### src/rtl/ccff_loader_pkg.sv
// Shared types, CRC constants and the serial CRC-16-CCITT step used by the
// CCFF bitstream loader.
package ccff_loader_pkg;

  localparam int CRC_W = 16;
  localparam logic [CRC_W-1:0] CRC_POLY = 16'h1021;
  localparam logic [CRC_W-1:0] CRC_INIT = 16'hFFFF;

  typedef enum logic [1:0] {
    ST_IDLE   = 2'd0,
    ST_LOAD   = 2'd1,
    ST_VERIFY = 2'd2,
    ST_FINISH = 2'd3
  } ccff_state_e;

  // MSB-feedback serial update, one data bit per call, no final XOR.
  function automatic logic [CRC_W-1:0] crc16_step(input logic [CRC_W-1:0] crc,
                                                  input logic bit_in);
    logic             fb;
    logic [CRC_W-1:0] sh;
    fb = crc[CRC_W-1] ^ bit_in;
    sh = {crc[CRC_W-2:0], 1'b0};
    return fb ? (sh ^ CRC_POLY) : sh;
  endfunction

endpackage

### src/rtl/ccff_crc16_serial.sv
// Bit-serial CRC-16-CCITT accumulator; clear has priority over enable.
module ccff_crc16_serial
  import ccff_loader_pkg::*;
(
  input  logic             prog_clk,
  input  logic             pReset_n,
  input  logic             enable,
  input  logic             clear,
  input  logic             bit_in,
  output logic [CRC_W-1:0] crc_out
);

  logic [CRC_W-1:0] crc_q;
  logic [CRC_W-1:0] crc_d;

  // Next-state selection for the CRC register.
  always_comb begin
    crc_d = crc_q;
    if (clear) begin
      crc_d = CRC_INIT;
    end else if (enable) begin
      crc_d = crc16_step(crc_q, bit_in);
    end else begin
      crc_d = crc_q;
    end
  end

  // CRC state register.
  always_ff @(posedge prog_clk or negedge pReset_n) begin
    if (!pReset_n) begin
      crc_q <= CRC_INIT;
    end else begin
      crc_q <= crc_d;
    end
  end

  assign crc_out = crc_q;

endmodule

### src/rtl/ccff_bitstream_loader.sv
// Serialises bitstream words into the CCFF chain head and optionally
// recirculates the chain once through its tail to CRC-check the contents.
module ccff_bitstream_loader
  import ccff_loader_pkg::*;
#(
  parameter int WORD_W    = 32,
  parameter int CHAIN_LEN = 1024
) (
  input  logic              prog_clk,
  input  logic              pReset_n,
  input  logic              start,
  input  logic              verify_en,
  input  logic [WORD_W-1:0] word_in,
  input  logic              word_valid,
  output logic              word_ready,
  output logic              ccff_head,
  output logic              ccff_shift_en,
  input  logic              ccff_tail,
  output logic              busy,
  output logic              done,
  output logic              error
);

  localparam int CNT_W = $clog2(CHAIN_LEN + 1);
  localparam int BIT_W = (WORD_W > 1) ? $clog2(WORD_W) : 1;
  localparam logic [CNT_W-1:0] CNT_LAST = CNT_W'(CHAIN_LEN - 1);
  localparam logic [BIT_W-1:0] BIT_LAST = BIT_W'(WORD_W - 1);

  ccff_state_e       state_q;
  logic [WORD_W-1:0] hold_q;
  logic              full_q;
  logic [BIT_W-1:0]  bit_idx_q;
  logic [CNT_W-1:0]  cnt_q;
  logic              verify_q;
  logic              error_q;

  logic              cnt_last_s;
  logic              word_last_s;
  logic              load_shift_s;
  logic              load_last_s;
  logic              hold_empty_s;
  logic              ready_s;
  logic              accept_s;
  logic              crc_clear_s;
  logic              mismatch_s;
  logic [CRC_W-1:0]  crc_load_s;
  logic [CRC_W-1:0]  crc_rb_s;

  assign cnt_last_s   = (cnt_q == CNT_LAST);
  assign word_last_s  = (bit_idx_q == BIT_LAST);
  assign load_shift_s = (state_q == ST_LOAD) && full_q;
  assign load_last_s  = load_shift_s && cnt_last_s;
  assign hold_empty_s = load_shift_s && (word_last_s || cnt_last_s);
  // A new word may land in the cycle the current one drains, but never on the final chain bit.
  assign ready_s      = (state_q == ST_LOAD) && (!full_q || (word_last_s && !cnt_last_s));
  assign accept_s     = word_valid && ready_s;
  assign crc_clear_s  = (state_q == ST_IDLE) && start;
  assign mismatch_s   = verify_q && (crc_load_s != crc_rb_s);

  ccff_crc16_serial u_crc_load (
    .prog_clk (prog_clk),
    .pReset_n (pReset_n),
    .enable   (load_shift_s),
    .clear    (crc_clear_s),
    .bit_in   (hold_q[0]),
    .crc_out  (crc_load_s)
  );

  ccff_crc16_serial u_crc_rb (
    .prog_clk (prog_clk),
    .pReset_n (pReset_n),
    .enable   (state_q == ST_VERIFY),
    .clear    (crc_clear_s),
    .bit_in   (ccff_tail),
    .crc_out  (crc_rb_s)
  );

  // Loader FSM with holding register, bit counters and sticky error flag.
  always_ff @(posedge prog_clk or negedge pReset_n) begin
    if (!pReset_n) begin
      state_q   <= ST_IDLE;
      hold_q    <= '0;
      full_q    <= 1'b0;
      bit_idx_q <= '0;
      cnt_q     <= '0;
      verify_q  <= 1'b0;
      error_q   <= 1'b0;
    end else begin
      case (state_q)
        ST_IDLE: begin
          if (start) begin
            state_q   <= ST_LOAD;
            verify_q  <= verify_en;
            error_q   <= 1'b0;
            cnt_q     <= '0;
            full_q    <= 1'b0;
            bit_idx_q <= '0;
          end
        end
        ST_LOAD: begin
          if (load_shift_s) begin
            cnt_q     <= cnt_q + CNT_W'(1);
            hold_q    <= {1'b0, hold_q[WORD_W-1:1]};
            bit_idx_q <= bit_idx_q + BIT_W'(1);
          end
          if (accept_s) begin
            hold_q    <= word_in;
            full_q    <= 1'b1;
            bit_idx_q <= '0;
          end else if (hold_empty_s) begin
            full_q <= 1'b0;
          end
          if (load_last_s) begin
            state_q <= verify_q ? ST_VERIFY : ST_FINISH;
            cnt_q   <= '0;
            full_q  <= 1'b0;
          end
        end
        ST_VERIFY: begin
          if (cnt_last_s) begin
            state_q <= ST_FINISH;
            cnt_q   <= '0;
          end else begin
            cnt_q <= cnt_q + CNT_W'(1);
          end
        end
        ST_FINISH: begin
          if (mismatch_s) begin
            error_q <= 1'b1;
          end
          state_q <= ST_IDLE;
        end
        default: begin
          state_q <= ST_IDLE;
        end
      endcase
    end
  end

  // Output decode from registered state; VERIFY closes the chain loop tail -> head.
  always_comb begin
    word_ready    = 1'b0;
    ccff_shift_en = 1'b0;
    ccff_head     = 1'b0;
    busy          = 1'b1;
    done          = 1'b0;
    case (state_q)
      ST_IDLE: begin
        busy = 1'b0;
      end
      ST_LOAD: begin
        word_ready    = ready_s;
        ccff_shift_en = full_q;
        ccff_head     = full_q && hold_q[0];
      end
      ST_VERIFY: begin
        ccff_shift_en = 1'b1;
        ccff_head     = ccff_tail;
      end
      ST_FINISH: begin
        done = 1'b1;
      end
      default: begin
        busy = 1'b0;
      end
    endcase
  end

  assign error = error_q || ((state_q == ST_FINISH) && mismatch_s);

endmodule

### config.mk
export PLATFORM = sky130hd
export DESIGN_NAME = ccff_bitstream_loader
export DESIGN_NICKNAME = d
export VERILOG_FILES = /design/src/rtl/ccff_loader_pkg.sv /design/src/rtl/ccff_crc16_serial.sv /design/src/rtl/ccff_bitstream_loader.sv
export SDC_FILE = /design/constraint.sdc
export NUM_CORES = 1
export LEC_CHECK = 0
export CORE_MARGIN = 2
export CORE_UTILIZATION = 32
export CTS_CLUSTER_SIZE = 30
export DETAILED_ROUTE_END_ITERATION = 10
export PLACE_DENSITY = 0.59
export SYNTH_ARGS = -nofsm -noshare
export SYNTH_HDL_FRONTEND = slang
export SYNTH_SLANG_ARGS = --single-unit
### constraint.sdc
create_clock -name prog_clk -period 1.9 [get_ports prog_clk]
set_input_delay 0.285 -clock prog_clk [delete_from_list [all_inputs] [get_ports prog_clk]]
set_output_delay 0.285 -clock prog_clk [all_outputs]
set_load 0.005 [all_outputs]
==> results of run 1 <==
flip-flops by register name, indices dropped and copies added (netlist names):
signal / cells
verify_q: 1
hold_q: 32
u_crc_load.crc_out: 16
bit_idx_q: 5
cnt_q: 11
error_q: 1
u_crc_rb.crc_out: 16
state_q: 2
full_q: 1
kinds of logic (layout without fill, tap and decap cells):
logic type                 count (synthesis)  count (layout)  share of synthesized area (%)
muxes                                     21              21                           4.71
buffers and inverters                     43             168                           4.74
AOI/OAI and AO/OA                         76              76                           13.1
and+or+nand+nor                          232             232                           22.9
DFF                                       85              85                           48.0
adders and majority gates                  8               8                           2.22
xor gates and xnor gates                  22              22                           4.27
critical path: stages, from the launching register on:
cell	delay [ns]
dfstp_2	0.54
xnor2_1	0.12
nand4_1	0.18
nor4_2	0.30
buf_4	0.17
o21bai_1	0.06
buf_2	0.13
through the flow:
| stage | area, um^2 | util [%] | total power [uW] | hold WS [ns] | setup slack [ns] |
|---|---|---|---|---|---|
| 2_1_floorplan | 4540 | - | 4000 | -0.0106 | 0.000581 |
| 3_3_place_gp | 5750 | 41.6 | 4880 | 0.219 | -0.240 |
| 3_5_place_dp | 5750 | 41.6 | 4980 | 0.225 | -0.264 |
| 4_1_cts | 6250 | 45.2 | 7050 | 0.411 | -0.244 |
| 5_1_grt | 6410 | 46.3 | 7590 | 0.444 | -0.303 |
| 6_report | 6410 | 46.3 | 7130 | 0.414 | -0.230 |
power breakdown:
| group | internal (uW) | switching [uW] |
|---|---|---|
| Sequential | 2480 | 336 |
| Combinational | 1320 | 1030 |
| Clock | 1230 | 739 |
repair_timing:
action	4_1_cts	5_1_grt
hold buffers	1	0
endpoints found under the setup margin	44	48
gates cloned	1	0
pin swaps	5	15
buffers inserted	1	4
gates resized for setup	44	28
hold endpoints to repair	3	0
worst max-delay path by stage:
| stage | from | end | slack [ns] | depth (start not counted) |
|---|---|---|---|---|
| after floorplan | state_q[0] | cnt_q[6] | 0.0006 | 8 |
| after global placement | u_crc_rb.crc_out[1] | error | -0.24 | 6 |
| final | u_crc_rb.crc_out[0] | error | -0.23 | 6 |
| after detailed placement | u_crc_rb.crc_out[1] | error | -0.26 | 6 |
| after CTS | u_crc_load.crc_out[6] | error | -0.24 | 6 |
| after global routing | u_crc_load.crc_out[1] | error | -0.30 | 6 |
cell type report:
type | count | area [um^2] | area share [%]
clock buffers | 11 | 253 | 3.94
clock inverters | 5 | 81.3 | 1.27
inverters | 9 | 36.3 | 0.566
multi-input cells | 359 | 2360 | 36.9
flip-flops and latches | 85 | 2170 | 33.8
well taps | 180 | 225 | 3.51
repair buffers | 143 | 1280 | 20.0
cells in the final DEF (no fill, tap or decap), types with 3 or more instances in the layout:
master	netlist	layout
buf_12	0	6
buf_2	6	3
buf_4	4	87
buf_6	4	7
clkbuf_16	0	9
clkdlybuf4s50_1	0	36
dfrtp_1	53	53
dfstp_2	32	32
ha_4	0	5
inv_1	9	7
mux2i_1	19	19
nand2_1	132	132
nand3_1	49	49
nand4_1	7	7
nor2_1	10	8
nor2b_1	6	4
nor3_1	7	5
nor4_1	7	3
nor4_2	0	4
o211ai_1	34	34
o21ai_0	12	12
o21bai_1	4	4
o41ai_2	2	3
xnor2_1	21	18
xnor2_2	0	3
per-layer routing:
| metal | global-route usage [%] | vias to the layer above |
|---|---|---|
| li1 | - | 1934 |
| met1 | 20.8 | 1950 |
| met2 | 26.4 | 76 |
| met3 | 2.88 | 14 |
| met4 | 6.25 | 0 |
| met5 | 0 | - |
==> reports/metrics.cfg, run 1 <==
[critical_path]
required_ns = 1.62
reg2reg_from = state_q[0]
worstRegToRegCells = 7
r2r_setup_slack_ns = 0.02
arrival_ns = 1.85
critPathLaunchType = flop
end_kind = output pin
worstSetupPathType = reg2out
r2r_end = cnt_q[9]
critical_path.max_fanout = 2

[logic_synthesis]
synthFlopType = dfrtp_1
syn-cell-area_mm2 = 0.00451
postSynth.asyncResetShare_pct = 100
synthTopCellsByCount = nand2_1, dfrtp_1, nand3_1
ys_types = 48
yosysWarnings = 0
synth-seq-area-share_pct = 48.0
synth_area_leaders = dfrtp_1, dfstp_2, nand2_1, o211ai_1, nand3_1
synth_most_common_cell = nand2_1
synth_nets = 533
ys_ff_latch = 85
synth.top_cell.area_share_pct = 29.4
synth_edf_count = 0
syn_inst = 487
synth_area_leader_cell = dfrtp_1
syn_avg_cell_area_um2 = 9.27

[clock_network]
clockRootBuffer = clkbuf_16
clock_sinks = 85
cts-buffers-inserted = 9
cts_buffer_depth = 2
path_clk_slew_ns = 0.07
cts_max_level = 3
cts_tree = done
clkLatencyLatePin_ns = 0.34

[timing]
tightest_slew_ns = 0.452
max_freq_ghz = 0.469
setup_viol = 1
fin_ws_ns = -0.230
fin_crit_ns = 2.13
clock_skew_ns = 0.00651
hold_viol_final = 0
drv_slew = 0
relSlewSlack_pct = 69.7
finalCritPeriodShare_pct = 112
tns_ns = -0.230
rsz0062_at_grt = yes

[global_routing]
grt_max_degree = 41
grt_pass1_vias = 4063
grt_use_total_pct = 16.0
antenna_found_initial = 0
overflow = 0
grt_pass1_wl_um = 19200

[detailed_routing]
drt-met1-wl_um = 5370
drc = 0
maxUsedRoutingLayer = met4
ant_nets = 0
viasPerCell = 5.02
routed_wl_um = 11700
dr_wl_met2_um = 5680
avgRoutedWirePerCell_um = 14.8
vias = 3974
dr_wl_met3_um = 462
dr.first_iter.drc_count = 226
first_pass_iters = 6

[power]
power_density_mw_per_mm2 = 1110
ir_drop_mv = 0.483
leakage_uw = 0.00265

[floorplanning]
rows = 43
die_area_mm2 = 0.0151
chipHeight_um = 123
coreArea_mm2 = 0.0138
start_util_pct = 32.6
ios = 44
die_w_um = 123

[cells_and_area]
layout.cells.non_filler = 792
n_fill_cell = 1273
diodes = 0
drive_gt1_share_pct = 31.4
syn2layout_area_growth_pct = 42.0
nets = 653

[place]
dp_hpwl_um = 7920
numPortBuffers = 43
dp.cells = 769
gp_congestion = 0.837

[hold_path]
hold_path_class = in2async

[status]
violations = negative setup slack
outcome = finished with violations

[run]
maxCapViolCount = 0

No activity file was read; power rests on OpenSTA's default activity.
==> run 2, diff against run 1 <==
--- a/config.mk
+++ b/config.mk
@@ -5,6 +5,7 @@
 export SDC_FILE = /design/constraint.sdc
 export NUM_CORES = 1
 export LEC_CHECK = 0
+export CORE_ASPECT_RATIO = 1.5
 export CORE_MARGIN = 2
 export CORE_UTILIZATION = 32
 export CTS_CLUSTER_SIZE = 30
==> run 2 against run 1 <==
Against the previous run:
- the flow still finishes with violations (negative setup slack)
- non-clock buffer count is 6 lower
- clock-buffer cell count is 1 lower
- worst hold slack better by 0.077 ns
- first-iteration DRC count is 34% lower
- utilization is 0.92 points lower
- global-route usage hardly changed
- final area is 1.3% lower
- sequential share of layout area is 0.46 points higher
- largest power group unchanged
- highest routed layer unchanged
==> reports/metrics.cfg, run 2 (synthesis gave the netlist of run 1 again) <==
[status]
outcome = finished with violations
violations = negative setup slack

[cells_and_area]
largest_reg_flops = 32
regMostFlops = hold_q
final_cell_mix = nand2_1, buf_4, dfrtp_1
nets = 647
final_area_mm2 = 0.00633
syn2layout_area_growth_pct = 40.2
final_common_cell = nand2_1
diodes = 0
drive_gt1_share_pct = 31.4
n_fill_cell = 1330

[critical_path]
critPathLaunchType = flop
reg2reg_from = state_q[1]
required_ns = 1.62
worstSetupPathType = reg2out
r2r_end = bit_idx_q[2]
arrival_ns = 1.86
critical_path.max_fanout = 2
end_kind = output pin
crit_buf_inv = 2
r2r_setup_slack_ns = 0.07
worstRegToRegCells = 9
cp_slowest_stage_delay_ns = 0.56
cp_top_family = flip-flops
cp_slowest_cell = dfstp_2
crit_chain = xnor2_2 > nand4_1 > nor4_2 > buf_4 > o21bai_1 > buf_2

[global_routing]
overflow = 0
grt_use_total_pct = 16.0
grt_max_degree = 42
grt_pass1_vias = 3950
grt_pass1_wl_um = 19200
antenna_found_initial = 0

[floorplanning]
ios = 44
rows = 53
die_w_um = 101
chipHeight_um = 149
die_area_mm2 = 0.0151
coreArea_mm2 = 0.0139
start_util_pct = 32.4

[place]
dp_hpwl_um = 7650
numPortBuffers = 43
placed_area_mm2 = 0.00569
gp_congestion = 0.829

[detailed_routing]
routed_wl_um = 11400
first_pass_iters = 4
avgRoutedWirePerCell_um = 14.7
ant_nets = 0
drc = 0
dr.first_iter.drc_count = 150
viasPerCell = 5.05
vias = 3894

[power]
ir_drop_mv = 0.598
power_density_mw_per_mm2 = 1080
leakage_uw = 0.00262

[hold_path]
hold_path_class = in2async

[clock_network]
cts_tree = done
cts_buffer_depth = 2
cts_max_level = 3
clkLatencyLatePin_ns = 0.34
path_clk_slew_ns = 0.06
clock_sinks = 85
clockRootBuffer = clkbuf_16
cts-buffers-inserted = 9

[timing]
hold_slack_ns = 0.491
finalCritPeriodShare_pct = 113
tightest_slew_ns = 0.575
relSlewSlack_pct = 61.6
fin_ws_ns = -0.240
clock_skew_ns = 0.00934
setup_viol = 1
rsz0062_at_grt = yes
max_freq_ghz = 0.467
drv_slew = 0
hold_viol_final = 0
fin_crit_ns = 2.14

[run]
maxCapViolCount = 0

-- run 2: layout make-up --
cell class,instances,area (um^2),area share [%]
inverter,9,33.8,0.534
timing repair buffer,137,1250,19.7
multi-input combinational,359,2380,37.6
clock inverter,6,42.5,0.672
sequential,85,2170,34.3
tap,165,206,3.26
clock buffer,10,250,3.96
-- run 2: worst max path at each step --
stage | start | to | cells past startpoint
6_report | u_crc_rb.crc_out[8] | error | 6
3_3_place_gp | u_crc_rb.crc_out[8] | error | 6
2_1_floorplan | state_q[0] | cnt_q[6] | 8
4_1_cts | u_crc_load.crc_out[6] | error | 6
3_5_place_dp | u_crc_rb.crc_out[8] | error | 6
5_1_grt | u_crc_load.crc_out[13] | error | 6
-- run 2: where the power goes --
| group | leakage, uW | total (uW) | internal (uW) | switching (uW) |
|---|---|---|---|---|
| logic | 0.00145 | 2310 | 1310 | 993 |
| clock network | 0.000145 | 1710 | 972 | 743 |
| registers | 0.00103 | 2820 | 2480 | 348 |
| total | 0.00262 | 6850 | 4760 | 2080 |
-- run 2: per-layer routing --
metal  global-route usage, %  vias up  share of wire (%)
met5                       0        -                  0
li1                        -     1926                  -
met3                    3.13        8                3.9
met2                    26.9       73                 51
met1                    20.5     1887                 44
met4                    5.34        0                1.2
-- run 2: timing repair --
item,4_1_cts,5_1_grt
gates cloned,1,2
hold endpoints to repair,38,0
hold buffers,1,0
gates resized for setup,39,20
setup endpoints to repair,48,45
setup buffers,2,3
pin swaps,10,40
-- run 2: per-stage QoR --
stage	worst slack (ns)	utilization (%)	std cells	setup TNS (ns)	total power (uW)
4_1_cts	-0.245	44.2	766	-0.245	6810
5_1_grt	-0.317	45.4	771	-0.808	7320
3_3_place_gp	-0.296	40.9	746	-1.28	4880
2_1_floorplan	0.000581	-	487	0	4000
3_5_place_dp	-0.264	40.9	746	-2.95	4960
6_report	-0.240	45.4	771	-0.240	6850
